<file path="config.mk">
export PLATFORM = sky130hd
export DESIGN_NAME = board_ctrl
export DESIGN_NICKNAME = d
export VERILOG_FILES = /design/src/rtl/game_pkg.sv /design/src/rtl/cursor_wrap.sv /design/src/rtl/board_ctrl.sv
export SDC_FILE = /design/constraint.sdc
export NUM_CORES = 1
export LEC_CHECK = 0
export CAP_MARGIN = 30
export CORE_MARGIN = 2
export CORE_UTILIZATION = 30
export CTS_CLUSTER_SIZE = 12
export DETAILED_ROUTE_END_ITERATION = 12
export GPL_TIMING_DRIVEN = 1
export PLACE_DENSITY_LB_ADDON = 0.1
export SLEW_MARGIN = 25
export SYNTH_ARGS = -nofsm -noshare
export SYNTH_HDL_FRONTEND = slang
export SYNTH_SLANG_ARGS = --single-unit
</file>
<file path="constraint.sdc">
create_clock -name clk -period 10.8 [get_ports clk]
set_input_delay 2.16 -clock clk [delete_from_list [all_inputs] [get_ports clk]]
set_output_delay 2.16 -clock clk [all_outputs]
set_load 0.02 [all_outputs]
</file>
<file path="src/rtl/game_pkg.sv">
// Shared board-game constants, state encoding and the move-limit helper.
package game_pkg;

  localparam int unsigned N_SIZE = 19;
  localparam int unsigned POS_W  = 5;
  localparam int unsigned LVL_W  = 3;
  localparam int unsigned NUM_W  = 5;

  localparam logic [POS_W-1:0] CURSOR_HOME = POS_W'(9);
  localparam logic [NUM_W-1:0] LIMIT_BASE  = NUM_W'(5);
  localparam logic [NUM_W-1:0] LIMIT_STEP  = NUM_W'(3);

  typedef enum logic [1:0] {
    IDLE = 2'b00,
    PLAY = 2'b01,
    OVER = 2'b10
  } state_e;

  // Level 7 gives 26, so NUM_W bits never overflow.
  function automatic logic [NUM_W-1:0] move_limit(input logic [LVL_W-1:0] lvl);
    return LIMIT_BASE + LIMIT_STEP * NUM_W'(lvl);
  endfunction

endpackage

</file>
<file path="src/rtl/cursor_wrap.sv">
// One cursor axis: inc/dec by one cell with wrap-around; opposing pulses cancel.
module cursor_wrap
  import game_pkg::*;
#(
  parameter int unsigned N_CELLS = 19
) (
  input  logic [POS_W-1:0] pos,
  input  logic             en,
  input  logic             inc,
  input  logic             dec,
  output logic [POS_W-1:0] next_c
);

  localparam logic [POS_W-1:0] LAST = POS_W'(N_CELLS - 1);

  always_comb begin
    next_c = pos;
    if (en && inc && !dec) begin
      next_c = (pos == LAST) ? '0 : pos + POS_W'(1);
    end else if (en && dec && !inc) begin
      next_c = (pos == '0) ? LAST : pos - POS_W'(1);
    end
  end

endmodule

</file>
<file path="src/rtl/board_ctrl.sv">
// Game board controller: cursor, two-stage stone placement and IDLE/PLAY/OVER flow.
module board_ctrl #(
  parameter int unsigned N_SIZE = game_pkg::N_SIZE
) (
  input  logic                         clk,
  input  logic                         rst_sys,
  input  logic                         btn_up,
  input  logic                         btn_down,
  input  logic                         btn_left,
  input  logic                         btn_right,
  input  logic                         btn_place,
  input  logic                         btn_start,
  input  logic                         btn_restart,
  input  logic [game_pkg::LVL_W-1:0]   level_sw,
  output logic [N_SIZE*N_SIZE-1:0]     map,
  output logic [game_pkg::POS_W-1:0]   x_index,
  output logic [game_pkg::POS_W-1:0]   y_index,
  output logic [game_pkg::NUM_W-1:0]   num,
  output logic [game_pkg::LVL_W-1:0]   level,
  output logic [1:0]                   state,
  output logic                         place_ack,
  output logic                         place_nack
);

  import game_pkg::*;

  localparam int unsigned CELLS = N_SIZE * N_SIZE;
  localparam int unsigned IDX_W = $clog2(CELLS);

  state_e             state_q, state_d;
  logic [CELLS-1:0]   map_d;
  logic [POS_W-1:0]   x_d, y_d, x_next_c, y_next_c;
  logic [NUM_W-1:0]   num_d, limit_c;
  logic [LVL_W-1:0]   level_d;
  logic               ack_d, nack_d;
  logic               pend_q, pend_d;
  logic               pocc_q, pocc_d;
  logic [IDX_W-1:0]   pidx_q, pidx_d, cur_idx_c;

  assign state     = state_q;
  assign limit_c   = move_limit(level);
  assign cur_idx_c = IDX_W'(y_index) * IDX_W'(N_SIZE) + IDX_W'(x_index);

  cursor_wrap #(.N_CELLS(N_SIZE)) u_x_axis (
    .pos    (x_index),
    .en     (state_q == PLAY),
    .inc    (btn_right),
    .dec    (btn_left),
    .next_c (x_next_c)
  );

  cursor_wrap #(.N_CELLS(N_SIZE)) u_y_axis (
    .pos    (y_index),
    .en     (state_q == PLAY),
    .inc    (btn_down),
    .dec    (btn_up),
    .next_c (y_next_c)
  );

  always_ff @(posedge clk) begin
    if (rst_sys) begin
      state_q    <= IDLE;
      map        <= '0;
      num        <= '0;
      level      <= '0;
      x_index    <= CURSOR_HOME;
      y_index    <= CURSOR_HOME;
      place_ack  <= 1'b0;
      place_nack <= 1'b0;
      pend_q     <= 1'b0;
      pocc_q     <= 1'b0;
      pidx_q     <= '0;
    end else begin
      state_q    <= state_d;
      map        <= map_d;
      num        <= num_d;
      level      <= level_d;
      x_index    <= x_d;
      y_index    <= y_d;
      place_ack  <= ack_d;
      place_nack <= nack_d;
      pend_q     <= pend_d;
      pocc_q     <= pocc_d;
      pidx_q     <= pidx_d;
    end
  end

  always_comb begin
    state_d = state_q;
    map_d   = map;
    num_d   = num;
    level_d = level;
    x_d     = x_index;
    y_d     = y_index;
    ack_d   = 1'b0;
    nack_d  = 1'b0;
    pend_d  = pend_q;
    pocc_d  = pocc_q;
    pidx_d  = pidx_q;

    if (btn_restart) begin
      state_d = IDLE;
      map_d   = '0;
      num_d   = '0;
      pend_d  = 1'b0;
    end else begin
      case (state_q)
        IDLE: begin
          if (btn_start) begin
            state_d = PLAY;
            level_d = level_sw;
            map_d   = '0;
            num_d   = '0;
            x_d     = CURSOR_HOME;
            y_d     = CURSOR_HOME;
            pend_d  = 1'b0;
          end
        end
        PLAY: begin
          x_d = x_next_c;
          y_d = y_next_c;
          // Stage 1 resolves the capture taken on the previous cycle.
          if (pend_q) begin
            pend_d = 1'b0;
            if (pocc_q) begin
              nack_d = 1'b1;
            end else begin
              map_d[pidx_q] = 1'b1;
              num_d         = num + NUM_W'(1);
              ack_d         = 1'b1;
            end
          end else if (btn_place && (num < limit_c)) begin
            pend_d = 1'b1;
            pidx_d = cur_idx_c;
            pocc_d = map[cur_idx_c];
          end
          if (num >= limit_c) begin
            state_d = OVER;
          end
        end
        default: ;
      endcase
    end
  end

endmodule

</file>
Word-level counts from Yosys, hierarchy flattened
Cells that the tools add are included.
Widths: inputs -> output; s select.
{"block": "word_totals", "ff_bits": 394, "input_bits": 12, "elab_cells": 97}
{"block": "op_classes", "n_addsub": 7, "multipliers": 2, "magnitude_cmp": 5, "n_eq_ne": 9, "n_mux": 32, "bitwise_logic": 4, "reduce_logical": 27}
{"op": "$mux 361", "count": 3}
{"op": "$pmux 361 s2", "count": 1}
{"op": "$or 361x361->361", "count": 1}
{"op": "$mux 5", "count": 12}
{"op": "$pmux 5 s2", "count": 3}
{"op": "$lt 9x10->1 const B", "count": 2}
{"op": "$reduce_and 4->1", "count": 4}
{"op": "$add 5x1->5 const B", "count": 3}
{"op": "$eq 5x5->1 const B", "count": 2}
{"op": "$logic_and 1x1->1", "count": 10}
{"op": "$logic_not 5->1", "count": 2}
{"op": "$sub 5x1->5 const B", "count": 2}
{"op": "$add 9x5->9", "count": 1}
{"op": "$bmux 1 s9", "count": 1}
{"op": "$demux 1 s9", "count": 1}
{"op": "$ge 9x1->1 const B", "count": 1}
{"op": "$mul 5x5->9 const B", "count": 1}
{"op": "$ne 2x2->1 const B", "count": 4}
{"op": "$mux 1", "count": 7}
{"op": "$reduce_and 3->1", "count": 2}
{"op": "$add 3x5->5 const A", "count": 1}
{"op": "$ge 5x5->1", "count": 1}
{"op": "$lt 5x5->1", "count": 1}
{"op": "$mul 2x3->5 const A", "count": 1}
{"op": "13 further kinds", "count": 19}

Depth between registers and ports, before layout
Gate-level depths: netlist (run 1).
{"block": "depth", "word_depth": 8, "ltp_mapped": 15}

Modules after synthesis
Synthesis (run 1) repeated with hierarchy kept, for this count alone.
{"block": "hier_totals", "cells_unflattened": 1834, "area_unflattened_um2": 16741.1}
{"mod": "board_ctrl", "instances": 1, "cells_each": 1762, "area_per_inst_um2": 16223.1}
{"mod": "cursor_wrap", "instances": 2, "cells_each": 36, "area_per_inst_um2": 259.0}

Worst setup path after synthesis (run 1)
OpenSTA, ideal clock, no wires.
{"block": "synth_timing", "path_type": "register to register", "from": "reg x_index[3] (netlist bit)", "to": "reg pocc_q", "setup_ps": 130, "t_arrival_ps": 3885, "slack_ps": 6785, "stages_incl_launch_ff": 15, "synth_period_minus_slack_ps": 4015, "cell_sequence": "dfxtp_1 -> clkinv_1 -> fa_1 -> inv_1 -> ha_1 -> fa_1 -> clkbuf_1 -> clkbuf_1 -> mux4_2 -> mux2i_1 -> nor3_1 -> nor4_1 -> a22oi_1 -> a41oi_2 -> o211ai_1"}
{"block": "synth_via", "elab_chain_len": 3}
{"item": "from (decl)", "line_no": "board_ctrl.sv:16", "source": "output logic [game_pkg::POS_W-1:0] x_index,"}
{"item": "from (signal assigned)", "line_no": "board_ctrl.sv:66", "source": "x_index <= CURSOR_HOME;"}
{"item": "from (signal assigned)", "line_no": "board_ctrl.sv:78", "source": "x_index <= x_d;"}
{"item": "$add 9x5->9", "line_no": "board_ctrl.sv:42", "source": "assign cur_idx_c = IDX_W'(y_index) * IDX_W'(N_SIZE) + IDX_W'(x_index);"}
{"item": "net cur_idx_c[3]", "line_no": "board_ctrl.sv:38", "source": "logic [IDX_W-1:0] pidx_q, pidx_d, cur_idx_c;"}
{"item": "$bmux 1 s9", "line_no": "board_ctrl.sv:135", "source": "pocc_d = map[cur_idx_c];"}
{"item": "$mux 1 (not written as such)", "line_no": "board_ctrl.sv:135"}
{"item": "to (signal assigned)", "line_no": "board_ctrl.sv:83", "source": "pocc_q <= pocc_d;"}
{"item": "to (decl)", "line_no": "board_ctrl.sv:37", "source": "logic pocc_q, pocc_d;"}
The timed path passes the listed nets, and every way through them passes these cells. The select of a mux whose other input is x is not followed.
A chain may end at the register's enable or synchronous reset.

Worst setup path after layout (run 1)
{"block": "layout_timing", "from": "reg y_index[2] (netlist bit)", "to": "reg pocc_q"}
{"block": "layout_via", "elab_chain_len": 4}
{"item": "from (decl)", "line_no": "board_ctrl.sv:17", "source": "output logic [game_pkg::POS_W-1:0] y_index,"}
{"item": "from (signal assigned)", "line_no": "board_ctrl.sv:79", "source": "y_index <= y_d;"}
{"item": "$mul 5x5->9", "line_no": "board_ctrl.sv:42"}
{"item": "$add 9x5->9", "line_no": "board_ctrl.sv:42"}
{"item": "net cur_idx_c[3]", "line_no": "board_ctrl.sv:38"}
{"item": "$bmux 1 s9", "line_no": "board_ctrl.sv:135"}
{"item": "$mux 1 (not written as such)", "line_no": "board_ctrl.sv:135"}
The timed path passes the listed nets, and every way through them passes these cells. The select of a mux whose other input is x is not followed.

==> impl_metrics.json, run 1 <==
{
  "start_util": 0.3048,
  "vias": 15408,
  "synth_seq_cells": 394,
  "hold_viol_final": 0,
  "start_kind": "flop",
  "hold_start": "map[360]",
  "syn_avg_cell_area_sq_um": 9.292,
  "yosysSeqAreaShare": 0.4679,
  "cp_top_family": "adder cells",
  "crit_chain": "inv_1 > fa_1 > inv_1 > ha_1 > fa_2 > buf_4 > inv_1 > mux4_2 > nand2_1 > o211ai_1 > a221oi_1 > nand4bb_1 > o211ai_1",
  "boundaryPins": 395,
  "final_antenna_net_count": 0,
  "cp-end-kind": "flop",
  "numCtsBuffers": 47,
  "synth.yosys.warnings": 0,
  "drt_iter0_drc": 1226,
  "grt_pass1_vias": 14769,
  "grt_usage": 0.2492,
  "cpMostUsedCell": "inv_1",
  "final_net_count": 2207,
  "hold_buffers": 0,
  "arrival_ns": 5.81,
  "diodes": 0,
  "die_w_um": 241.0,
  "final_cell_mix": "nor2_1 (419), clkdlybuf4s50_1 (394), dfxtp_1 (394)",
  "rows": 86,
  "status": "complete, no violations",
  "synth_edf_count": 0,
  "die_y_um": 241.0,
  "max_freq_mhz": 186.5,
  "p_leak_nw": 7.854,
  "required_ns": 11.25,
  "max-clock-path-buffers": 3,
  "gp_congestion": 0.7980,
  "fin_util": 0.4210,
  "drcViolationCount": 0,
  "max_stage_delay_ns": 0.66,
  "rsz0062_at_grt": "false",
  "grt-ovfl-total": 0,
  "crit_fanout": 37,
  "postCtsSetupBuffers": 0,
  "dominantRegCellSynth": "dfxtp_1",
  "fin_setup_tns_ns": 0,
  "syn_area_sq_um": 16860,
  "via_per_inst": 5.259,
  "clock_latency_ns": 0.59,
  "yosysUniqueCellTypes": 63,
  "dpl.hpwl_um": 49300,
  "ctsResizeCount": 0,
  "crit_type": "reg -> reg",
  "worstSetupStartpoint": "y_index[2]",
  "tightest_slew_ns": 1.045,
  "cts_root_buffer": "clkbuf_16",
  "relSlewSlack": 0.3034,
  "core_area_sq_um": 55310,
  "hp-class": "reg -> reg",
  "maxCapViolations": 0,
  "detail_route.first_pass.iterations": 7,
  "wl_per_cell_um": 25.38,
  "grt_max_degree": 194,
  "rrSetupSlack_ns": 5.44,
  "cts_tree": "done",
  "syn-instance-count": 1814,
  "htreeDepth": 2,
  "worst-path-buf-inv": 4,
  "syn_nets": 1869,
  "slowest_stage": "a221oi_1",
  "drv_slew": 0,
  "final_common_cell": "nor2_1",
  "cts_num_sinks": 394,
  "p_per_area_nw_per_um2": 141.7,
  "areaGrowthSynthToFinish_pct": 38.14,
  "grt_pass1_wl_um": 105300,
  "fin_crit_sh": 0.4965,
  "vdd_drop_max_uv": 111.1,
  "async_flop_share": 0,
  "clk_pin_slew_ns": 0.06,
  "antenna_found_initial": 0,
  "port_buffers": 394,
  "dieArea_sq_um": 58100,
  "setup_viol": 0,
  "period_needed_ns": 5.362,
  "wirelength_um": 74370,
  "rr_startpoint": "y_index[2]",
  "drive_gt1_frac": 0.1013,
  "skew_ns": 0.01139
}
## cells in the mapped netlist (3+ instances only)
cell       number  area share
buf_1          14      0.0031
nor2b_1         6      0.0022
a221oi_1        5      0.0026
o21bai_1        3      0.0013
buf_4           6      0.0027
ha_1           36       0.027
nor2_1        434       0.097
nand2_1        44      0.0098
clkbuf_1      103       0.023
a21oi_1       393        0.12
fa_1            7      0.0083
a2111oi_0       3      0.0016
buf_2          11      0.0033
buf_6           5      0.0033
o21ai_0        16      0.0048
nand2b_1       13      0.0048
a22oi_1        10      0.0045
a211oi_1        6      0.0027
and2_1          9      0.0033
o22ai_1         3      0.0011
buf_12          4      0.0048
xnor2_1         5      0.0026
nand4_1         5      0.0019
mux2_2          7      0.0047
a2bb2oi_1       3      0.0016
nor4_1          6      0.0022
o211ai_1        6      0.0027
nor3_1         32      0.0095
mux4_2         58       0.077
xor2_1          6      0.0031
inv_1          33      0.0073
o311ai_0        3      0.0016
a21boi_0        5      0.0022
mux4_1         28       0.044
a31oi_1         6      0.0022
dfxtp_1       394        0.47
mux2i_1        32       0.019
nand3_1        23      0.0068
## worst register-to-register path, stage by stage (launching register included)
cell       delay (ns)
dfxtp_1          0.59
inv_1            0.19
fa_1             0.53
inv_1            0.04
ha_1             0.33
fa_2             0.57
buf_4            0.50
inv_1            0.59
mux4_2           0.65
nand2_1          0.11
o211ai_1         0.14
a221oi_1         0.66
nand4bb_1        0.24
o211ai_1         0.10
## per-stage QoR
stage / worst slack (ns) / hold WS, ns / area [sq um] / power, W / std cells
after floorplan: 6.785 / 0.3920 / 16860 / 0.001588 / 1814
after global placement: 5.385 / 0.4636 / 21390 / 0.001642 / 2837
after detailed placement: 5.468 / 0.4742 / 21580 / 0.001645 / 2847
after CTS: 5.449 / 0.4850 / 23190 / 0.003326 / 2926
after global routing: 5.371 / 0.5204 / 23280 / 0.003391 / 2930
final: 5.438 / 0.4837 / 23280 / 0.003300 / 2930
## final cells by class
type                    instances  area (sq um)
flip-flops and latches        394          7888
well taps                     748         935.9
multi-input cells            1243          8364
clock inverters                11         220.2
fillers                      5462         32020
clock buffers                  68          1396
inverters                      34         127.6
repair buffers                432          4353
## power by group
| group | internal (W) | total (W) | switching [W] |
|---|---|---|---|
| clock network | 0.00103 | 0.00169 | 0.000652 |
| logic | 0.0000471 | 0.000156 | 0.000109 |
| registers | 0.00146 | 0.00146 | 0.00000369 |
## state kept, by name (all words and copies together) (netlist names)
signal / cells
place_ack: 1
map: 361
level: 3
place_nack: 1
pidx_q: 9
num: 5
x_index: 5
state: 2
pocc_q: 1
pend_q: 1
y_index: 5
## final timing paths
kind	to	depth (start not counted)
max	pocc_q	13
min	map[360]	2
max reg2reg	pocc_q	13
min reg2reg	map[360]	2
## cell families after synthesis
group,Yosys count,share of synthesized area
compound gates,479,0.1553
xor+xnor,11,0.005715
fa+ha+maj,43,0.03504
buf+inv,177,0.04765
flops,394,0.4679
mux,125,0.1448
simple gates,585,0.1436
## per-layer routing
metal  part of all wire  vias up  track usage
met5                  0        -            0
met4              0.028        0      0.08006
met3              0.080      102      0.06428
met2               0.46      621       0.4010
met1               0.43     7623       0.3264
li1                   -     7062            -
Power figures use the tool's default switching activity.
==> run 2: changes to the inputs <==
- clock period: 10.8 -> 5.6 ns (I/O delays scaled with it)
==> impl_metrics.json, run 2 (synthesized netlist as in run 1, its figures left out) <==
{
  "grt-ovfl-total": 0,
  "postCtsSetupBuffers": 0,
  "htreeDepth": 2,
  "detail_route.first_pass.iterations": 5,
  "hold_buffers": 0,
  "grt_pass1_wl_um": 104300,
  "regMostFlops": "map",
  "grt_usage": 0.2473,
  "vias": 15438,
  "port_buffers": 394,
  "p_switching_w": 0.001422,
  "gp_congestion": 0.8231,
  "placed_cell_area_sq_um": 21590,
  "grt_pass1_vias": 14776,
  "max-clock-path-buffers": 3,
  "clk_pin_slew_ns": 0.06,
  "status": "complete, no violations",
  "reg_top3": "map x361, pidx_q x9",
  "clock_latency_ns": 0.59,
  "p_comb_frac": 0.046,
  "drt_iter0_drc": 1282,
  "final_net_count": 2212,
  "n_fill_cell": 5480,
  "rsz0062_at_grt": "false",
  "fin_setup_tns_ns": 0,
  "numCtsBuffers": 46,
  "final_common_cell": "nor2_1",
  "cp-end-kind": "flop",
  "antenna_found_initial": 1,
  "grt.busiest_layer": "met2",
  "cts_tree": "done",
  "max_freq_mhz": 216.6,
  "dieArea_sq_um": 58100,
  "swShare": 0.2305,
  "drive_gt1_frac": 0.1023,
  "fin_area_sq_um": 23150,
  "start_util": 0.3048,
  "largest_reg_flops": 361,
  "skew_ns": 0.02172,
  "hp-class": "reg -> reg",
  "setup_slack_ns": 0.9837,
  "required_ns": 6.05,
  "maxCapViolations": 0,
  "grt_use_met3": 0.06611,
  "die_y_um": 241.0,
  "core_area_sq_um": 55310,
  "vdd_drop_max_uv": 230.2,
  "final_antenna_net_count": 0,
  "via_per_inst": 5.255,
  "met2_usage": 0.3925,
  "met1_usage": 0.3256,
  "p_per_area_nw_per_um2": 266.5,
  "wl_per_cell_um": 25.09,
  "drcViolationCount": 0,
  "post-place-ws_ns": 0.9689,
  "period_needed_ns": 4.616,
  "boundaryPins": 395,
  "arrival_ns": 5.06,
  "p_leak_nw": 7.819,
  "tightest_slew_ns": 1.063,
  "grt_max_degree": 120,
  "relSlewSlack": 0.2913,
  "die_w_um": 241.0,
  "start_kind": "flop",
  "wirelength_um": 73710,
  "final_cell_mix": "nor2_1 (422), clkdlybuf4s50_1 (394), dfxtp_1 (394)",
  "cts_root_buffer": "clkbuf_16",
  "setup_viol": 0,
  "dpl.hpwl_um": 50420,
  "crit_type": "reg -> reg",
  "p_int_w": 0.004748,
  "diodes": 0,
  "p_seq_frac": 0.456,
  "ctsResizeCount": 0,
  "fin_crit_sh": 0.8243,
  "cts_num_sinks": 394,
  "power_frac_clock": 0.498,
  "areaGrowthSynthToFinish_pct": 37.35,
  "rows": 86,
  "drv_slew": 0,
  "hold_viol_final": 0,
  "crit_fanout": 23
}
run 2: worst paths after layout:
path / cells after the start / slack (ns) / end / start
setup / recovery: 12 / 0.98 / pocc_q / y_index[2]
hold / removal: 2 / 0.49 / map[109] / map[109]
setup reg to reg: 12 / 0.98 / pocc_q / y_index[2]
hold reg to reg: 2 / 0.49 / map[109] / map[109]
run 2: power groups by stage:
stage	combinational [W]	clock (W)	sequential, W
4_1_cts	0.000283	0.00314	0.00281
5_1_grt	0.000303	0.00324	0.00281
6_report	0.000282	0.00307	0.00281
3_5_place_dp	0.000282	0	0.00287
3_3_place_gp	0.000280	0	0.00287
2_1_floorplan	0.000188	0	0.00287
run 2: cell type report:
class | instances | area [sq um] | area share
well taps | 748 | 935.9 | 0.04042
clock buffers | 68 | 1395 | 0.06026
flip-flops and latches | 394 | 7888 | 0.3407
clock inverters | 13 | 148.9 | 0.006431
repair buffers | 438 | 4312 | 0.1862
inverters | 34 | 127.6 | 0.005512
multi-input cells | 1243 | 8346 | 0.3605
run 2: per-stage QoR:
stage               std cells  utilization  hold slack (ns)  total power [W]
floorplan                1814            -           0.3920         0.003063
detailed placement       2856       0.3903           0.4777         0.003157
CTS                      2937       0.4182           0.4938         0.006234
global route             2938       0.4186           0.5167         0.006360
global placement         2850       0.3890           0.4688         0.003154
finish                   2938       0.4186           0.4917         0.006170
run 2: layer usage:
metal / wire length (um) / vias up
li1: - / 7076
met1: 31220 / 7576
met2: 33820 / 663
met3: 6386 / 121
met4: 2278 / 2
met5: 9 / -
run 2: worst max-delay path: stages, from the launching register on:
cell and delay, ns:
dfxtp_1 0.54, inv_1 0.18, fa_1 0.53, inv_1 0.04
ha_1 0.33, fa_2 1.00, inv_1 0.47, mux4_2 0.56
nand2_1 0.08, o211ai_1 0.11, a221oi_1 0.36, nand4bb_1 0.19
o211ai_1 0.09
